$ cat config.mk
export PLATFORM = sky130hd
export DESIGN_NAME = id_ex_pipe_reg_flat
export DESIGN_NICKNAME = d
export VERILOG_FILES = /design/src/rtl/id_ex_pipe_reg_if.sv /design/src/rtl/id_ex_pipe_reg.sv /design/src/flat_wrapper.sv
export SDC_FILE = /design/constraint.sdc
export NUM_CORES = 1
export LEC_CHECK = 0
export BUFFER_PORTS_ARGS = -buffer_cell sky130_fd_sc_hd__buf_2
export CELL_PAD_IN_SITES_DETAIL_PLACEMENT = 1
export CELL_PAD_IN_SITES_GLOBAL_PLACEMENT = 1
export CORE_MARGIN = 5
export CORE_UTILIZATION = 32
export CTS_BUF_LIST = sky130_fd_sc_hd__clkbuf_2
export DETAILED_ROUTE_END_ITERATION = 8
export PLACE_DENSITY = 0.92
export SYNTH_ARGS = -nofsm -noshare
export SYNTH_HDL_FRONTEND = slang
export SYNTH_SLANG_ARGS = --single-unit
$ cat constraint.sdc
create_clock -name clock_in -period 2.6 [get_ports clock_in]
set_clock_uncertainty 0.15 [all_clocks]
set_input_delay 0.39 -clock clock_in [delete_from_list [all_inputs] [get_ports clock_in]]
set_output_delay 0.39 -clock clock_in [all_outputs]
set_load 0.01 [all_outputs]
$ cat src/rtl/id_ex_pipe_reg_if.sv
// ID/EX pipeline register bus.
// Groups the ID-side capture inputs, the WB write port, the pipeline controls
// and the registered EX-side outputs into one bundle.
// The master modport belongs to the surrounding pipeline, which drives ID, WB and the controls.
// The slave modport belongs to the pipeline register.
// The width parameters must match the ones given to id_ex_pipe_reg.
interface id_ex_pipe_reg_if #(
    parameter int DATA_W = 32,
    parameter int REG_AW = 5,
    parameter int CTRL_W = 9
);
    // Pipeline controls
    logic              stall;
    logic              flush;

    // ID stage capture inputs
    logic              id_valid;
    logic [CTRL_W-1:0] id_ctrl;
    logic [DATA_W-1:0] id_pc4;
    logic [DATA_W-1:0] id_readData1;
    logic [DATA_W-1:0] id_readData2;
    logic [REG_AW-1:0] id_rs;
    logic [REG_AW-1:0] id_rt;
    logic [REG_AW-1:0] id_rd;
    logic [DATA_W-1:0] id_imm;

    // WB stage register-file write port, observed for operand refresh
    logic              wb_regWrite;
    logic [REG_AW-1:0] wb_writeReg;
    logic [DATA_W-1:0] wb_writeData;

    // Registered EX stage outputs
    logic              ex_valid;
    logic [CTRL_W-1:0] ex_ctrl;
    logic [DATA_W-1:0] ex_pc4;
    logic [DATA_W-1:0] ex_readData1;
    logic [DATA_W-1:0] ex_readData2;
    logic [REG_AW-1:0] ex_rs;
    logic [REG_AW-1:0] ex_rt;
    logic [REG_AW-1:0] ex_rd;
    logic [DATA_W-1:0] ex_imm;

    // Combinational load-use hazard request back to PC and IF/ID
    logic              hazard_stall;

    modport master (
        output stall, flush,
        output id_valid, id_ctrl, id_pc4, id_readData1, id_readData2,
        output id_rs, id_rt, id_rd, id_imm,
        output wb_regWrite, wb_writeReg, wb_writeData,
        input  ex_valid, ex_ctrl, ex_pc4, ex_readData1, ex_readData2,
        input  ex_rs, ex_rt, ex_rd, ex_imm,
        input  hazard_stall
    );

    modport slave (
        input  stall, flush,
        input  id_valid, id_ctrl, id_pc4, id_readData1, id_readData2,
        input  id_rs, id_rt, id_rd, id_imm,
        input  wb_regWrite, wb_writeReg, wb_writeData,
        output ex_valid, ex_ctrl, ex_pc4, ex_readData1, ex_readData2,
        output ex_rs, ex_rt, ex_rd, ex_imm,
        output hazard_stall
    );
endinterface

$ cat src/rtl/id_ex_pipe_reg.sv
// ID/EX pipeline register that sits directly after the register file.
//
// What it does:
//  - It captures the ID instruction on each rising clock_in edge.
//  - It inserts a bubble on a load-use hazard.
//  - It holds its contents on stall.
//  - It squashes its contents on flush.
//
// Optional feature: define WB_BYPASS_EN to refresh operands from the WB write port.
//  - With the macro undefined, operands are taken verbatim from the register file.
//  - With the macro undefined, a stall holds the operands strictly.
//
// Flow control:
//  - ex_valid qualifies the EX-side contents.
//  - stall is the downstream "not ready" signal. While stall is high, nothing new is accepted and ex_* holds.
//  - hazard_stall is this block's own "not ready" towards IF/ID.
//  - While hazard_stall is high, the ID instruction is not consumed and must be re-presented.
//  - Edge priority is: reset > flush > stall > hazard bubble > load.
//
// Register index 0 is hard-wired zero. It is never matched for hazards or bypass.
module id_ex_pipe_reg #(
    parameter int DATA_W = 32,
    parameter int REG_AW = 5,
    parameter int CTRL_W = 9
) (
    input  logic               clock_in,
    input  logic               reset,
    id_ex_pipe_reg_if.slave    bus
);
    // ctrl[2] is memRead: an instruction in EX with this bit set is a load
    localparam int MEM_READ_BIT = 2;

    logic [DATA_W-1:0] load_data1;
    logic [DATA_W-1:0] load_data2;
    logic [DATA_W-1:0] hold_data1;
    logic [DATA_W-1:0] hold_data2;

    // Load-use detection: a valid load in EX whose destination is read by the ID instruction
    always_comb begin
        bus.hazard_stall = bus.id_valid & bus.ex_valid & bus.ex_ctrl[MEM_READ_BIT]
                         & (bus.ex_rt != '0)
                         & ((bus.ex_rt == bus.id_rs) | (bus.ex_rt == bus.id_rt))
                         & ~bus.flush;
    end

`ifdef WB_BYPASS_EN
    logic wb_live;
    assign wb_live = bus.wb_regWrite & (bus.wb_writeReg != '0);

    // Operand selection with WB refresh, for both the load path and the stall-hold path
    always_comb begin
        load_data1 = bus.id_readData1;
        load_data2 = bus.id_readData2;
        hold_data1 = bus.ex_readData1;
        hold_data2 = bus.ex_readData2;
        if (wb_live && (bus.wb_writeReg == bus.id_rs)) load_data1 = bus.wb_writeData;
        if (wb_live && (bus.wb_writeReg == bus.id_rt)) load_data2 = bus.wb_writeData;
        if (wb_live && (bus.wb_writeReg == bus.ex_rs)) hold_data1 = bus.wb_writeData;
        if (wb_live && (bus.wb_writeReg == bus.ex_rt)) hold_data2 = bus.wb_writeData;
    end
`else
    // The WB port is not observed here. The register file must write before it reads within a cycle.
    logic unused_wb;
    assign unused_wb = &{1'b0, bus.wb_regWrite, bus.wb_writeReg, bus.wb_writeData};

    // Operands pass through verbatim on load and are held unchanged on stall
    always_comb begin
        load_data1 = bus.id_readData1;
        load_data2 = bus.id_readData2;
        hold_data1 = bus.ex_readData1;
        hold_data2 = bus.ex_readData2;
    end
`endif

    // Pipeline register update with reset > flush > stall > hazard bubble > load priority
    always_ff @(posedge clock_in) begin
        if (reset || bus.flush || (!bus.stall && bus.hazard_stall)) begin
            // Reset, squash and bubble all present a NOP. Data fields are zeroed.
            bus.ex_valid     <= 1'b0;
            bus.ex_ctrl      <= '0;
            bus.ex_pc4       <= '0;
            bus.ex_readData1 <= '0;
            bus.ex_readData2 <= '0;
            bus.ex_rs        <= '0;
            bus.ex_rt        <= '0;
            bus.ex_rd        <= '0;
            bus.ex_imm       <= '0;
        end else if (bus.stall) begin
            // Hold everything. Only the operands may be refreshed.
            bus.ex_readData1 <= hold_data1;
            bus.ex_readData2 <= hold_data2;
        end else begin
            bus.ex_valid     <= bus.id_valid;
            bus.ex_ctrl      <= bus.id_valid ? bus.id_ctrl : '0;
            bus.ex_pc4       <= bus.id_pc4;
            bus.ex_readData1 <= load_data1;
            bus.ex_readData2 <= load_data2;
            bus.ex_rs        <= bus.id_rs;
            bus.ex_rt        <= bus.id_rt;
            bus.ex_rd        <= bus.id_rd;
            bus.ex_imm       <= bus.id_imm;
        end
    end
endmodule

$ cat src/flat_wrapper.sv
// flat-port wrapper written by rule: the top's interface ports become plain ports
module id_ex_pipe_reg_flat 
#(
    parameter int DATA_W = 32,
    parameter int REG_AW = 5,
    parameter int CTRL_W = 9
)
  (clock_in, reset, bus_stall, bus_flush, bus_id_valid, bus_id_ctrl, bus_id_pc4, bus_id_readData1, bus_id_readData2, bus_id_rs, bus_id_rt, bus_id_rd, bus_id_imm, bus_wb_regWrite, bus_wb_writeReg, bus_wb_writeData, bus_ex_valid, bus_ex_ctrl, bus_ex_pc4, bus_ex_readData1, bus_ex_readData2, bus_ex_rs, bus_ex_rt, bus_ex_rd, bus_ex_imm, bus_hazard_stall);
  id_ex_pipe_reg_if #(.DATA_W(DATA_W), .REG_AW(REG_AW), .CTRL_W(CTRL_W)) bus_i ();
  input  logic clock_in;
  input  logic reset;
  input wire logic [$bits(bus_i.stall)-1:0] bus_stall;
  input wire logic [$bits(bus_i.flush)-1:0] bus_flush;
  input wire logic [$bits(bus_i.id_valid)-1:0] bus_id_valid;
  input wire logic [$bits(bus_i.id_ctrl)-1:0] bus_id_ctrl;
  input wire logic [$bits(bus_i.id_pc4)-1:0] bus_id_pc4;
  input wire logic [$bits(bus_i.id_readData1)-1:0] bus_id_readData1;
  input wire logic [$bits(bus_i.id_readData2)-1:0] bus_id_readData2;
  input wire logic [$bits(bus_i.id_rs)-1:0] bus_id_rs;
  input wire logic [$bits(bus_i.id_rt)-1:0] bus_id_rt;
  input wire logic [$bits(bus_i.id_rd)-1:0] bus_id_rd;
  input wire logic [$bits(bus_i.id_imm)-1:0] bus_id_imm;
  input wire logic [$bits(bus_i.wb_regWrite)-1:0] bus_wb_regWrite;
  input wire logic [$bits(bus_i.wb_writeReg)-1:0] bus_wb_writeReg;
  input wire logic [$bits(bus_i.wb_writeData)-1:0] bus_wb_writeData;
  output wire logic [$bits(bus_i.ex_valid)-1:0] bus_ex_valid;
  output wire logic [$bits(bus_i.ex_ctrl)-1:0] bus_ex_ctrl;
  output wire logic [$bits(bus_i.ex_pc4)-1:0] bus_ex_pc4;
  output wire logic [$bits(bus_i.ex_readData1)-1:0] bus_ex_readData1;
  output wire logic [$bits(bus_i.ex_readData2)-1:0] bus_ex_readData2;
  output wire logic [$bits(bus_i.ex_rs)-1:0] bus_ex_rs;
  output wire logic [$bits(bus_i.ex_rt)-1:0] bus_ex_rt;
  output wire logic [$bits(bus_i.ex_rd)-1:0] bus_ex_rd;
  output wire logic [$bits(bus_i.ex_imm)-1:0] bus_ex_imm;
  output wire logic [$bits(bus_i.hazard_stall)-1:0] bus_hazard_stall;
  assign bus_i.stall = bus_stall;
  assign bus_i.flush = bus_flush;
  assign bus_i.id_valid = bus_id_valid;
  assign bus_i.id_ctrl = bus_id_ctrl;
  assign bus_i.id_pc4 = bus_id_pc4;
  assign bus_i.id_readData1 = bus_id_readData1;
  assign bus_i.id_readData2 = bus_id_readData2;
  assign bus_i.id_rs = bus_id_rs;
  assign bus_i.id_rt = bus_id_rt;
  assign bus_i.id_rd = bus_id_rd;
  assign bus_i.id_imm = bus_id_imm;
  assign bus_i.wb_regWrite = bus_wb_regWrite;
  assign bus_i.wb_writeReg = bus_wb_writeReg;
  assign bus_i.wb_writeData = bus_wb_writeData;
  assign bus_ex_valid = bus_i.ex_valid;
  assign bus_ex_ctrl = bus_i.ex_ctrl;
  assign bus_ex_pc4 = bus_i.ex_pc4;
  assign bus_ex_readData1 = bus_i.ex_readData1;
  assign bus_ex_readData2 = bus_i.ex_readData2;
  assign bus_ex_rs = bus_i.ex_rs;
  assign bus_ex_rt = bus_i.ex_rt;
  assign bus_ex_rd = bus_i.ex_rd;
  assign bus_ex_imm = bus_i.ex_imm;
  assign bus_hazard_stall = bus_i.hazard_stall;
  id_ex_pipe_reg #(.DATA_W(DATA_W), .REG_AW(REG_AW), .CTRL_W(CTRL_W)) u_core (.clock_in(clock_in), .reset(reset), .bus(bus_i));
endmodule
==> results of run 1 <==
==> path summary, 6_finish.rpt <==
check	from	slack (ps)	depth (start not counted)	to
hold reg to reg	u_core.bus.ex_imm[18]$_SDFFE_PP0N_	350	2	u_core.bus.ex_imm[18]$_SDFFE_PP0N_
setup reg to reg	u_core.bus.ex_rt[0]$_SDFFE_PP0N_	70	6	u_core.bus.ex_imm[29]$_SDFFE_PP0N_
setup / recovery	u_core.bus.ex_rt[0]$_SDFFE_PP0N_	10	4	bus_hazard_stall
hold / removal	bus_stall	180	5	u_core.bus.ex_pc4[31]$_SDFFE_PP0N_
==> worst max-delay path: cells and delay by family (launching register included) <==
family	cells	cell delay [ps]
AOI/OAI and AO/OA	1	210
DFF	1	410
buffers and inverters	1	130
and+or+nand+nor	2	630
==> layout make-up <==
class,instances,area (um^2),share of cell area
clock inverters,12,141,0.0139
clock buffers,20,100,0.00981
flip-flops and latches,153,3070,0.301
diodes,3,7.51,0.000736
well taps,265,332,0.0325
repair buffers,506,3590,0.352
multi-input cells,489,2960,0.290
==> power groups by stage <==
stage	clock [mW]	sequential, mW	combinational [mW]
after floorplan	0	2.69	0.254
after global placement	0	2.62	0.708
after detailed placement	0	2.62	0.738
after CTS	1.48	2.58	0.943
after global routing	1.55	2.61	1.09
final	1.42	2.60	1.02
==> routing by layer <==
layer  part of all wire  wire length, um  vias to the layer above  track usage
met5                  0                0                        -            0
met4              0.044             1450                        0        0.148
met3              0.088             2850                      100       0.0816
met2               0.49            16100                      419        0.472
met1               0.37            12100                     3957        0.308
li1                   -                -                     3652            -
==> cells in the final DEF (no fill, tap or decap), drive strengths merged, types with 2 or more instances in the layout <==
master and count:
dlygate4sd3 179, o21ai 154, buf 327, a32oi 144, xnor2 10, a22oi 9, dfxtp 153, nand2 146
clkinvlp 4, nand3 11, bufinv 2, diode 3, clkinv 2, and3 9, clkbuf 20, inv 4
==> timing repair <==
| item | CTS | global route |
|---|---|---|
| buffers inserted | 3 | 1 |
| gates resized for setup | 5 | 9 |
| setup endpoints to repair | 1 | 2 |
| hold endpoints to repair | 153 | 0 |
| hold buffers | 179 | 0 |
| pin swaps | 2 | 4 |
==> cell families after synthesis <==
| logic type | Yosys count | synth area share |
|---|---|---|
| simple gates | 171 | 0.111 |
| flops | 153 | 0.485 |
| buf+inv | 84 | 0.0555 |
| xor+xnor | 10 | 0.0139 |
| compound gates | 308 | 0.335 |
==> cells in the mapped netlist (all sizes together) <==
cell type / instances / area, um^2
buf: 16 / 95.1
or4: 1 / 7.51
and3: 9 / 56.3
nand3: 11 / 55.1
a32oi: 144 / 1260
a22oi: 9 / 67.6
and4b: 1 / 10.0
o21ai: 154 / 774
o22ai: 1 / 12.5
nor3b: 1 / 7.51
nor2b: 1 / 6.26
clkbuf: 68 / 255
xnor2: 10 / 87.6
nand2: 146 / 548
nor3: 1 / 10.0
dfxtp: 153 / 3060
==> sequential cells by signal, indices dropped and copies added, names as in the netlist <==
register and count:
u_core.bus.ex_imm 32, u_core.bus.ex_rd 5, u_core.bus.ex_rs 5, u_core.bus.ex_rt 5, u_core.bus.ex_readData2 32, u_core.bus.ex_readData1 32
u_core.bus.ex_pc4 32, u_core.bus.ex_valid 1, u_core.bus.ex_ctrl 9
==> per-stage QoR <==
step	TNS [ps]	cells	hold slack [ps]	instance area, um^2
after CTS	-89.2	1445	0.421	10200
after detailed placement	0	1231	299	8090
after floorplan	0	726	354	6320
after global placement	0	1231	290	8090
final	0	1448	181	10200
after global routing	-102	1447	98.7	10200
==> reports/results.txt, run 1 <==
PwrDens: 493 mW/mm^2
DRT Pass-1 Iters: 5
Clock power share: 0.281
CP Cell Sequence: or4_4, o21ai_4, nor2b_4, buf_6
Crit path max fanout: 4
Net switching power: 1.59 mW
Clock slew at reported path FFs: 230 ps
Slowest stage cell on the critical path: or4_4
Tightest Hold Check Type: input port to register
Drt via density: 5.61
Core footprint: 0.0195 mm^2
Worst slack at placement: 432 ps
Combinational share of power: 0.202
Initial antenna violation count: 2
Global route total overflow: 0
Pin count of the biggest net entering global routing: 111
Fmax: 0.387 GHz
Syn avg cell area: 8.70 um^2
Fillers: 2313
Status: finished, final reports clean
RSZ-0062 raised after global routing: true
Worst path max stage delay: 570 ps
Drt wl/cell: 22.4 um
Register area share after synthesis: 0.485
Leakage: 4.21 nW
CTS Sinks: 153
RePlAce Congestion: 0.747
Worst setup EP type: primary output
Layout area overhead: 61.5%
Routed Antenna Nets: 0
Mapped Cells: 726
Row count: 51
Fin util: 0.524
Share of cells above drive strength 1: 0.315
Final Setup Violations: 0
Post-synth net total: 921
Startpoint types: register
DR iter-0 viols: 386
CTS Buf Count: 17
Die Width: 151 um
Rel. slew slack: 0.672
CTS tree: done
Die area: 0.0227 mm^2
# port buffers: 310
Root buffer cell: clkbuf_2
VDD IR-drop max: 0.000269 V
Worst-Skew Late Latency: 690 ps
Die H: 151 um
DP Wirelength: 16300 um
Drt drc: 0
Post-route worst setup slack: 14.3 ps
Period utilisation layout: 0.995
Arr. time, crit path: 2050 ps
Seq cells post-synth: 153
Worst EP required: 2060 ps
CTS Buffer Depth: 2
Share of power burned in registers: 0.516
Minimum clock period: 2590 ps
H-Tree Level Count: 4
Mapped Area: 0.00632 mm^2
Slew @ Worst Pin: 491 ps
Final Hold Viols: 0
Internal: 3.44 mW
Critical path class: register to primary output
Vias: 8128
Global Route Usage Sum: 0.276
Vias in the first global route: 8847
Tot Pwr: 5.03 mW
Max cap viols: 0
# IOs: 349
Synth Warn #: 0
Distinct cells, synth: 19
Slew Limit Fails: 0
First-pass GRT wire length: 49500 um
Initial Util: 0.325
WL final: 32500 um
# nets final: 1362
Switching power share of the total: 0.316
Power figures use the tool's default switching activity.
==> run 2: changes to the inputs <==
--- a/config.mk
+++ b/config.mk
@@ -6,13 +6,14 @@
 export NUM_CORES = 1
 export LEC_CHECK = 0
 export BUFFER_PORTS_ARGS = -buffer_cell sky130_fd_sc_hd__buf_2
+export CAP_MARGIN = 15
 export CELL_PAD_IN_SITES_DETAIL_PLACEMENT = 1
 export CELL_PAD_IN_SITES_GLOBAL_PLACEMENT = 1
-export CORE_MARGIN = 5
 export CORE_UTILIZATION = 32
 export CTS_BUF_LIST = sky130_fd_sc_hd__clkbuf_2
 export DETAILED_ROUTE_END_ITERATION = 8
 export PLACE_DENSITY = 0.92
+export SETUP_SLACK_MARGIN = 0.5
 export SYNTH_ARGS = -nofsm -noshare
 export SYNTH_HDL_FRONTEND = slang
 export SYNTH_SLANG_ARGS = --single-unit
==> run 2 against run 1 <==
The flow now finishes with violations (negative setup slack). Non-clock buffer count down 15. Wire length up 1.8%. Worst setup slack worse by 50 ps. Fmax down 1.9%. Worst hold slack worse by 28 ps. Global-route usage up 1.1 points. Design area up 4.2%. Highest routed layer unchanged.
==> reports/results.txt, run 2 (synthesis gave the netlist of run 1 again) <==
Drt wl/cell: 23.0 um
Post-route worst setup slack: -35.8 ps
Fmax: 0.379 GHz
Busiest grt layer: met2
CTS tree: done
Status: finished with violations
Core footprint: 0.0194 mm^2
Leakage: 4.44 nW
CTS Buffer Depth: 2
Die H: 143 um
Initial antenna violation count: 3
Routing usage on met2: 0.527
# IOs: 349
H-Tree Level Count: 4
Share of cells above drive strength 1: 0.379
DRT Pass-1 Iters: 4
Worst Hold Depth: 5
Failing checks: negative setup slack
Tot Pwr: 5.30 mW
Final Setup Violations: 1
Design Area, Final: 0.0106 mm^2
Routed Antenna Nets: 0
Row count: 51
Critical path class: register to primary output
CTS Sinks: 153
Worst-Skew Late Latency: 710 ps
Drt via density: 5.69
Global Route Usage Sum: 0.287
Die area: 0.0203 mm^2
Worst EP required: 2060 ps
Die Width: 143 um
CTS Buf Count: 17
Slew Limit Fails: 0
Fin util: 0.548
VDD IR-drop max: 0.000273 V
# nets final: 1347
Layout area overhead: 68.4%
Vias in the first global route: 8525
Crit path max fanout: 3
Slew @ Worst Pin: 753 ps
Most frequent cells in the layout: buf_2 (310), dlygate4sd3_1 (166), dfxtp_1 (149)
RSZ-0062 raised after global routing: true
Fillers: 2295
Worst R2R Path Depth: 5
Drt drc: 0
Met1 usage: 0.299
WL final: 33100 um
Final Hold Viols: 0
Global route total overflow: 0
Period utilisation layout: 1.01
Setup TNS: -35.8 ps
First-pass GRT wire length: 45700 um
Clock slew at reported path FFs: 250 ps
Worst setup EP type: primary output
Post-DP Area: 0.00804 mm^2
Rel. slew slack: 0.498
PwrDens: 498 mW/mm^2
Vias: 8165
Max cap viols: 0
Most common cell after layout, fill and taps aside: buf_2
Initial Util: 0.326
# port buffers: 310
RePlAce Congestion: 0.728
Met3 usage: 0.0831
DR iter-0 viols: 416
Root buffer cell: clkbuf_2
Pin count of the biggest net entering global routing: 155
Minimum clock period: 2640 ps
Arr. time, crit path: 2100 ps
Tightest Hold Check Type: input port to register
Startpoint types: register
DP Wirelength: 14700 um
==> run 2: cell types whose count changed in the layout (fill, tap and decap cells not counted), moves of 4 or more <==
cell / before / now
dlygate4sd3_1: 179 / 166
buf_12: 9 / 5
o21ai_0: 148 / 41
o21ai_1: 5 / 108
a32oi_2: 0 / 67
a32oi_1: 144 / 75
o21ai_2: 0 / 4
==> run 2: path summary, 6_finish.rpt <==
check                                startpoint                                  endpoint  slack, ps
max reg2reg    u_core.bus.ex_rt[0]$_SDFFE_PP0N_  u_core.bus.ex_readData1[29]$_SDFFE_PP0N_        380
min reg2reg  u_core.bus.ex_imm[17]$_SDFFE_PP0N_        u_core.bus.ex_imm[17]$_SDFFE_PP0N_        350
min                                   bus_stall        u_core.bus.ex_imm[20]$_SDFFE_PP0N_        150
max            u_core.bus.ex_rt[0]$_SDFFE_PP0N_                          bus_hazard_stall        -40
==> run 2: layout make-up <==
type | count | area, um^2 | area share
multi-input cells | 489 | 3510 | 0.330
repair buffers | 491 | 3430 | 0.322
flip-flops and latches | 153 | 3070 | 0.289
well taps | 265 | 332 | 0.0312
clock inverters | 14 | 194 | 0.0182
clock buffers | 18 | 90.1 | 0.00847
diodes | 5 | 12.5 | 0.00118
==> run 2: repair_timing <==
action	in CTS	in global routing
pin swaps	1	110
endpoints found under the hold margin	153	0
resized for setup	7	187
gates cloned	0	0
endpoints found under the setup margin	35	121
setup buffers	3	2
hold buffers	166	0
==> run 2: per-layer routing <==
metal | share of wire | up-vias | wire length [um]
met1 | 0.37 | 4015 | 12300
met4 | 0.045 | 0 | 1470
met3 | 0.072 | 105 | 2380
li1 | - | 3626 | -
met5 | 0 | - | 0
met2 | 0.51 | 419 | 17000
==> run 2: per-stage QoR <==
stage | instances | setup WS, ps | hold WS [ps]
finish | 1435 | -35.8 | 153
global route | 1433 | -220 | 37.3
CTS | 1428 | -130 | 43.2
detailed placement | 1227 | 422 | 303
global placement | 1227 | 412 | 291
floorplan | 726 | 514 | 354
==> run 2: worst max-delay path, stage by stage, from the launching register on <==
cell     delay [ps]
dfxtp_4         410
or4_4           560
o21ai_4         200
nor2b_1          70
buf_2           160
==> run 2: power breakdown <==
| group | switching (mW) | internal [mW] | leakage (nW) | total, mW |
|---|---|---|---|---|
| registers | 0.118 | 2.50 | 1.26 | 2.62 |
| logic | 0.574 | 0.497 | 3.02 | 1.07 |
| clock network | 0.966 | 0.642 | 0.156 | 1.61 |
==> run 3: changes to the inputs <==
--- a/config.mk
+++ b/config.mk
@@ -13,6 +13,7 @@
 export CTS_BUF_LIST = sky130_fd_sc_hd__clkbuf_2
 export DETAILED_ROUTE_END_ITERATION = 8
 export PLACE_DENSITY = 0.92
+export RECOVER_POWER = 100
 export SETUP_SLACK_MARGIN = 0.5
 export SYNTH_ARGS = -nofsm -noshare
 export SYNTH_HDL_FRONTEND = slang
==> run 3 against run 2 <==
The run still ends with negative setup slack left. Register-to-register slack about the same. Design area down 1.8%. First-iteration DRC count grew 14%. Critical path depth stayed put. Die area stayed put. Via count is 0.16% higher. Fmax rose by 0.22%. Worst setup slack gained 5.9 ps. Clock-buffer cell count stayed put. Largest cell class unchanged. Largest power group unchanged.
==> reports/results.txt, run 3 (synthesis gave the netlist of run 1 again) <==
Most common cell after layout, fill and taps aside: dlygate4sd3_1
Critical path class: register to primary output
Layout area overhead: 65.3%
Rel. slew slack: 0.477
CTS Buffer Depth: 2
DRT Pass-1 Iters: 4
Pin count of the biggest net entering global routing: 155
Crit path max fanout: 3
VDD IR-drop max: 0.000273 V
Startpoint types: register
Drt wl/cell: 23.0 um
Row count: 51
Net switching power: 1.66 mW
Post-route worst setup slack: -29.9 ps
Combinational share of power: 0.196
Share of cells above drive strength 1: 0.250
Tot Pwr: 5.26 mW
Global route total overflow: 0
Clock slew at reported path FFs: 240 ps
DP Wirelength: 14700 um
Switching power share of the total: 0.315
Routed Antenna Nets: 0
Root buffer cell: clkbuf_2
RSZ-0062 raised after global routing: true
CTS tree: done
Slew @ Worst Pin: 784 ps
Drt via density: 5.70
# port buffers: 310
Vias: 8178
Initial Util: 0.326
DR iter-0 viols: 475
Area of the multi-input gates: 0.00351 mm^2
WL final: 33000 um
Max cap viols: 0
Die H: 143 um
Minimum clock period: 2630 ps
Fin util: 0.538
Worst setup EP type: primary output
Fmax: 0.380 GHz
Die area: 0.0203 mm^2
First-pass GRT wire length: 45700 um
Arr. time, crit path: 2090 ps
Failing checks: negative setup slack
Final Setup Violations: 1
Final Hold Viols: 0
Core footprint: 0.0194 mm^2
Share of power burned in registers: 0.499
H-Tree Level Count: 4
Tightest Hold Check Type: input port to register
Drt drc: 0
Status: finished with violations
Leakage: 3.84 nW
Reg area: 0.00307 mm^2
Vias in the first global route: 8525
Slew Limit Fails: 0
Most frequent cells in the layout: dlygate4sd3_1 (166), buf_2 (161), dfxtp_1 (150)
Fillers: 2376
Internal: 3.60 mW
Period utilisation layout: 1.01
# nets final: 1347
Worst EP required: 2060 ps
Clock power share: 0.305
Worst-Skew Late Latency: 710 ps
Initial antenna violation count: 3
RePlAce Congestion: 0.728
PwrDens: 503 mW/mm^2
CTS Sinks: 153
Global Route Usage Sum: 0.287
CTS Buf Count: 17
# IOs: 349
Die Width: 143 um
run 3: cell types whose count changed in the layout (fill, tap and decap cells not counted), sizes merged:
cell,delta
buf,-149
clkbuf,+149
run 3: area by class of cell:
class | count | share of cell area
Clock inverter | 14 | 0.0186
Antenna cell | 5 | 0.00120
Sequential cell | 153 | 0.294
Multi-Input combinational cell | 489 | 0.336
Tap cell | 265 | 0.0317
Clock buffer | 18 | 0.00862
Timing Repair Buffer | 491 | 0.310
run 3: worst max-delay path: stages, from the launching register on:
cell and delay, ps:
dfxtp_4 410, or4_4 560, o21ai_4 200, nor2b_1 70, buf_2 160
run 3: final timing paths:
check | startpoint | end | slack (ps) | cells after the start
setup / recovery | u_core.bus.ex_rt[0]$_SDFFE_PP0N_ | bus_hazard_stall | -30 | 4
hold / removal | bus_stall | u_core.bus.ex_imm[20]$_SDFFE_PP0N_ | 160 | 5
setup reg to reg | u_core.bus.ex_rt[0]$_SDFFE_PP0N_ | u_core.bus.ex_readData1[29]$_SDFFE_PP0N_ | 370 | 5
hold reg to reg | u_core.bus.ex_imm[17]$_SDFFE_PP0N_ | u_core.bus.ex_imm[17]$_SDFFE_PP0N_ | 350 | 2
run 3: through the flow:
stage	cells	worst slack, ps	TNS, ps	hold slack (ps)	area [um^2]
floorplan	726	514	0	354	6330
global placement	1227	412	0	291	8040
detailed placement	1227	422	0	303	8040
CTS	1428	-130	-130	43.2	10000
global route	1433	-220	-220	37.3	10400
finish	1435	-29.9	-29.9	155	10400
run 3: repair_timing:
action                     CTS  global route
buffers inserted             3             2
gates resized for setup      7           187
hold buffers               166             0
pin swaps                    1           110
hold endpoints to repair   153             0
setup endpoints to repair   35           121
run 3: power groups by stage:
stage               clock [mW]  sequential, mW  combinational, mW
floorplan                    0            2.69              0.257
global placement             0            2.62              0.697
detailed placement           0            2.63              0.725
CTS                       1.64            2.58              0.924
global route              1.75            2.63               1.09
finish                    1.60            2.62               1.03
run 3: routing by layer:
metal / wire length [um] / share of wire / track usage / vias up
li1: - / - / - / 3631
met1: 12200 / 0.37 / 0.299 / 4009
met2: 16900 / 0.51 / 0.527 / 425
met3: 2260 / 0.069 / 0.0831 / 113
met4: 1550 / 0.047 / 0.136 / 0
met5: 0 / 0 / 0 / -
